===== src/rtl/serdes_pkg.sv =====
// Shared constants and types for the 8b/10b comma aligner.
package serdes_pkg;

    // K28.5 comma in both running-disparity forms
    localparam logic [9:0] COMMA_P_DEF = 10'b0011111010;
    localparam logic [9:0] COMMA_N_DEF = 10'b1100000101;

    // Default lock / unlock thresholds
    localparam int LOCK_CNT_DEF   = 3;
    localparam int UNLOCK_CNT_DEF = 2;

    // Width of the lock and error counters
    localparam int CNT_W = 8;

    typedef enum logic [1:0] {
        ST_HUNT    = 2'd0,
        ST_CONFIRM = 2'd1,
        ST_LOCKED  = 2'd2
    } align_state_t;

endpackage


===== src/rtl/comma_detect.sv =====
// Combinational compare of a 10-bit window against both K28.5 forms.
module comma_detect
    import serdes_pkg::*;
#(
    parameter logic [9:0] COMMA_P = COMMA_P_DEF,
    parameter logic [9:0] COMMA_N = COMMA_N_DEF
) (
    input  logic [9:0] word,
    output logic       match
);

    assign match = (word == COMMA_P) || (word == COMMA_N);

endmodule


===== src/rtl/deserializer_align.sv =====
// Serial-to-parallel converter that finds K28.5 commas in the bit stream,
// locks its word boundary onto them and emits aligned 10-bit words.
//
// Output qualifier: valid is a single-cycle strobe with no back-pressure;
// data_out and comma_det are meaningful only in the cycle valid is high,
// and data_out keeps its last value otherwise.
module deserializer_align
    import serdes_pkg::*;
#(
    parameter logic [9:0] COMMA_P    = COMMA_P_DEF,
    parameter logic [9:0] COMMA_N    = COMMA_N_DEF,
    parameter int         LOCK_CNT   = LOCK_CNT_DEF,
    parameter int         UNLOCK_CNT = UNLOCK_CNT_DEF
) (
    input  logic         clk,
    input  logic         rst_n,
    input  logic         enable,
    input  logic         data_in,
    output logic [9:0]   data_out,
    output logic         valid,
    output logic         comma_det,
    output logic         locked,
    output align_state_t state_dbg
);

    localparam logic [CNT_W-1:0] LOCK_LIM   = CNT_W'(LOCK_CNT);
    localparam logic [CNT_W-1:0] UNLOCK_LIM = CNT_W'(UNLOCK_CNT);
    localparam logic [CNT_W-1:0] CNT_ONE    = CNT_W'(1);

    align_state_t     state_q, state_d;
    logic [9:0]       sr_q;
    logic [3:0]       ph_q, ph_d;
    logic [CNT_W-1:0] lcnt_q, lcnt_d, lcnt_inc;
    logic [CNT_W-1:0] ecnt_q, ecnt_d, ecnt_inc;
    logic             match;
    logic             boundary;
    logic             word_ld;

    comma_detect #(
        .COMMA_P(COMMA_P),
        .COMMA_N(COMMA_N)
    ) u_comma_detect (
        .word (sr_q),
        .match(match)
    );

    assign boundary = (ph_q == 4'd0);
    assign lcnt_inc = lcnt_q + CNT_ONE;
    assign ecnt_inc = ecnt_q + CNT_ONE;

    // State register: advances only on enabled edges
    always_ff @(posedge clk or negedge rst_n) begin
        if (!rst_n) begin
            state_q <= ST_HUNT;
        end else if (enable) begin
            state_q <= state_d;
        end
    end

    // Next-state, phase and counter updates from the current window
    always_comb begin
        state_d = state_q;
        ph_d    = (ph_q == 4'd9) ? 4'd0 : ph_q + 4'd1;
        lcnt_d  = lcnt_q;
        ecnt_d  = ecnt_q;
        word_ld = 1'b0;
        case (state_q)
            ST_HUNT: begin
                if (match) begin
                    state_d = ST_CONFIRM;
                    ph_d    = 4'd1;
                    lcnt_d  = CNT_ONE;
                end
            end
            ST_CONFIRM: begin
                if (boundary) begin
                    if (match) begin
                        lcnt_d = lcnt_inc;
                        if (lcnt_inc >= LOCK_LIM) begin
                            state_d = ST_LOCKED;
                            word_ld = 1'b1;
                        end
                    end else begin
                        state_d = ST_HUNT;
                        lcnt_d  = '0;
                    end
                end else if (match) begin
                    // Comma seen off-phase: restart confirmation at this phase
                    ph_d   = 4'd1;
                    lcnt_d = CNT_ONE;
                end
            end
            ST_LOCKED: begin
                if (boundary) begin
                    word_ld = 1'b1;
                    if (match) begin
                        ecnt_d = '0;
                    end
                end else if (match) begin
                    ecnt_d = ecnt_inc;
                    if (ecnt_inc >= UNLOCK_LIM) begin
                        state_d = ST_HUNT;
                        ph_d    = 4'd0;
                        lcnt_d  = '0;
                        ecnt_d  = '0;
                    end
                end
            end
            default: begin
                state_d = ST_HUNT;
            end
        endcase
    end

    // Shift register, phase, counters and word output registers
    always_ff @(posedge clk or negedge rst_n) begin
        if (!rst_n) begin
            sr_q      <= '0;
            ph_q      <= '0;
            lcnt_q    <= '0;
            ecnt_q    <= '0;
            data_out  <= '0;
            valid     <= 1'b0;
            comma_det <= 1'b0;
        end else begin
            // Strobes drop on every edge that is not an enabled word boundary
            valid     <= enable & word_ld;
            comma_det <= enable & word_ld & match;
            if (enable) begin
                sr_q   <= {sr_q[8:0], data_in};
                ph_q   <= ph_d;
                lcnt_q <= lcnt_d;
                ecnt_q <= ecnt_d;
                if (word_ld) begin
                    data_out <= sr_q;
                end
            end
        end
    end

    // Status outputs decoded from the state register
    always_comb begin
        locked    = (state_q == ST_LOCKED);
        state_dbg = state_q;
    end

endmodule


===== config.mk =====
export PLATFORM = sky130hd
export DESIGN_NAME = deserializer_align
export DESIGN_NICKNAME = d
export VERILOG_FILES = /design/src/rtl/serdes_pkg.sv /design/src/rtl/comma_detect.sv /design/src/rtl/deserializer_align.sv
export SDC_FILE = /design/constraint.sdc
export NUM_CORES = 1
export LEC_CHECK = 0
export CAP_MARGIN = 20
export CORE_MARGIN = 1
export CORE_UTILIZATION = 35
export CTS_CLUSTER_SIZE = 24
export DETAILED_ROUTE_END_ITERATION = 16
export GPL_TIMING_DRIVEN = 0
export HOLD_SLACK_MARGIN = 0.05
export SETUP_SLACK_MARGIN = 0.1
export SYNTH_ARGS = -nofsm -noshare
export SYNTH_HDL_FRONTEND = slang
export SYNTH_HIERARCHICAL = 1
export SYNTH_SLANG_ARGS = --single-unit

===== constraint.sdc =====
create_clock -name clk -period 6.4 [get_ports clk]
set_input_delay 1.28 -clock clk [delete_from_list [all_inputs] [get_ports clk]]
set_output_delay 1.28 -clock clk [all_outputs]
set_load 0.02 [all_outputs]

==> run summary <==
Routability cong. - 0.7770
Worst-Skew Late Latency - 0.30 ns
Failing checks - design-rule violations
Total GRT Usage - 14.28%
Synth area leader - dfrtp_1
Final-report hold violation count - 0
Detailed Route Iter0 Violations - 93
Routed WL - 4600 um
Post-synthesis mux area share - 11.74%
DIE HEIGHT - 84.03 um
Synth Area in Compound Gates - 17.80%
DRC errors left - 2
Area of the multi-input gates - 1180 um^2
Via density - 5.392
P&R area growth vs syn - 15.83%
Placed inst area - 2646 um^2
Clock Tree Buf Depth - 2
Register Area - 1101 um^2
Xor-xnor portion of the synthesized cell area - 1.488%
Synth Register Bits - 44
Fraction of layout cells with a size suffix above 1 - 20.26%
Req. time, crit path - 6.62 ns
Fraction of registers with async set/reset - 100.0%
Row count - 29
Syn Inst Count - 206
Internal power - 612.3 uW
Sw Pwr - 360.4 uW
Initial core utilization - 36.66%
Sequential fraction of the synthesis area - 46.76%
CTS H-tree lvls - 2
Max IR drop VDD - 0.1090 mV
Crit Path Class - flop to flop
GRT overflow - 0
Sum of negative setup slack - 0 ns
Fin nets - 244
CTS tree - yes
Clk sinks - 44
# diodes - 0
Clock share of power - 17.5%
Synth top area cells - dfrtp_1 47%, mux2_2 5.7%, mux2_4 5.1%
Final instance area - 2728 um^2
GR Util met3 - 3.264%
TritonCTS buffer count - 5
Min Tclk post-route - 3.116 ns
Routing usage on met1 - 21.18%
Number of cells upsized or downsized after cts - 0
CP Launch Type - flop
Syn_area_per_cell - 11.43 um^2
Most frequent cells in the layout - 44 x dfrtp_1, 17 x clkdlybuf4s50_1, 14 x a21oi_1, 12 x mux2_2, 10 x inv_1
Power per Cell Area - 356.6 nW/um^2
Top Usage Layer GRT - met1
Status - finished, violations left
Chip width - 84.03 um
Die area - 7060 um^2
I/O Buffers - 18
Pleak - 0.001147 uW
DR pass1 iterations - 10
Synth top area share - 46.76%
Post-Synth Adder-Cell Area - 4.251%
Initial antenna violation count - 0
FILL cells - 601
Placeable core area - 6422 um^2
Final Skew - 0.004215 ns
First-pass GRT wire length - 8059 um
Post-CTS Setup Bufs - 0
Achievable clock frequency - 320.9 MHz
Post-synth EDFFs - 0
# IOs - 19
WL/cell - 14.89 um
DR vias - 1,666
Top FF cell, synth - dfrtp_1
Vias in the first global route - 1,596
Synth Area in Simple Gates - 14.82%
Critical path capture point type - flop
Clk root buf - clkbuf_8
Reg power frac - 41.8%
M2 GR Usage - 20.34%
Setup Viol. Count Final - 0
Final ANT Viol Nets - 0
Crit Path Max Fanout - 8
HPWL Detailed - 3278 um
Slew HR - 40.13%
Synth Cell Area - 2355 um^2
Worst-margin pin slew - 0.8884 ns
RSZ-0062 raised after global routing - false
Final cycle utilization of the critical path - 48.69%
CP arrival - 3.34 ns
Syn_nets - 218
Hold_buf cts - 0
Net Sw Frac - 37.05%
Max-Cap Viols - 0
YS warnings - 6
Commonest non-fill, non-tap cell in the layout - dfrtp_1
Reg clk slew, reported paths - 0.08 ns
Largest net degree at the start of global routing - 27
Number of distinct library cells after synthesis - 61
Combinational Power Share - 40.6%
Main combinational cell family by area after synthesis - compound AO/OA/AOI/OAI gates
Slew Limit Fails - 0
Worst hold path type - flop to flop
per-layer routing:
layer,routed length (um),up-vias
li1,-,826
met1,2344,807
met2,2050,26
met3,135,7
met4,70,0
met5,0,-
flip-flops by register name (all words and copies together) (netlist names):
name,flops
comma_det,1
data_out,10
ecnt_q,8
lcnt_q,8
ph_q,4
sr_q,10
state_dbg,2
valid,1
per-stage QoR:
| step | power [uW] | setup slack, ns | utilization, % | hold WS, ns | instances |
|---|---|---|---|---|---|
| 2_1_floorplan | 674.2 | 3.918 | - | 0.4781 | 206 |
| 3_3_place_gp | 800.5 | 2.782 | 40.97 | 0.4939 | 301 |
| 3_5_place_dp | 809.4 | 3.273 | 41.20 | 0.4972 | 302 |
| 4_1_cts | 982.4 | 3.294 | 42.47 | 0.5183 | 309 |
| 5_1_grt | 1040 | 3.043 | 42.47 | 0.5385 | 309 |
| 6_report | 972.8 | 3.284 | 42.47 | 0.5107 | 309 |
power groups by stage:
stage	clock, uW	combinational [uW]	sequential (uW)
2_1_floorplan	0	239	435
3_3_place_gp	0	389	411
3_5_place_dp	0	396	414
4_1_cts	177	397	408
5_1_grt	188	432	420
6_report	171	395	407
cells by family after synthesis:
kind of cell | count (synthesis)
flip-flops | 44
adder cells (fa/ha/maj) | 8
buffers and inverters | 16
AO/OA/AOI/OAI | 57
AND/OR/NAND/NOR | 55
XOR/XNOR | 4
multiplexers | 22
final cells by class:
type	count	share of cell area (%)
inverter	10	1.376
clock inverter	2	0.4587
timing repair buffer	19	7.156
buffer	6	1.330
tap	77	3.532
clock buffer	5	2.523
multi-input combinational	146	43.26
sequential	44	40.37
worst paths after layout:
check                                  from           to  slack [ns]  depth (start not counted)
worst max-delay path                sr_q[1]    lcnt_q[4]        3.28                          6
worst min-delay path            data_out[9]  data_out[9]        0.51                          1
worst max register to register      sr_q[1]    lcnt_q[4]        3.28                          6
worst min register to register  data_out[9]  data_out[9]        0.51                          1
max in group asynchronous             rst_n    ecnt_q[1]        4.97                          2
min in group asynchronous             rst_n        valid        0.93                          1
synth_stat cells, types with 3 or more instances:
| cell type | instances |
|---|---|
| a21oi_1 | 14 |
| mux2_2 | 12 |
| o21ai_0 | 6 |
| ha_1 | 8 |
| nand4_1 | 6 |
| nor3_1 | 4 |
| mux2_4 | 8 |
| a211oi_1 | 5 |
| and2_1 | 7 |
| inv_1 | 10 |
| o21a_1 | 3 |
| nor2_1 | 7 |
| nand3_1 | 4 |
| xnor2_1 | 4 |
| nand2_1 | 8 |
| a31oi_1 | 5 |
| dfrtp_1 | 44 |
critical path: stages (launching register included):
cell	delay (ns)
dfrtp_1	0.43
or4b_1	0.55
o41ai_2	0.72
nand4_1	0.45
nor3_1	0.59
a21oi_1	0.14
a31oi_1	0.16
(Power assumes the default switching activity.)
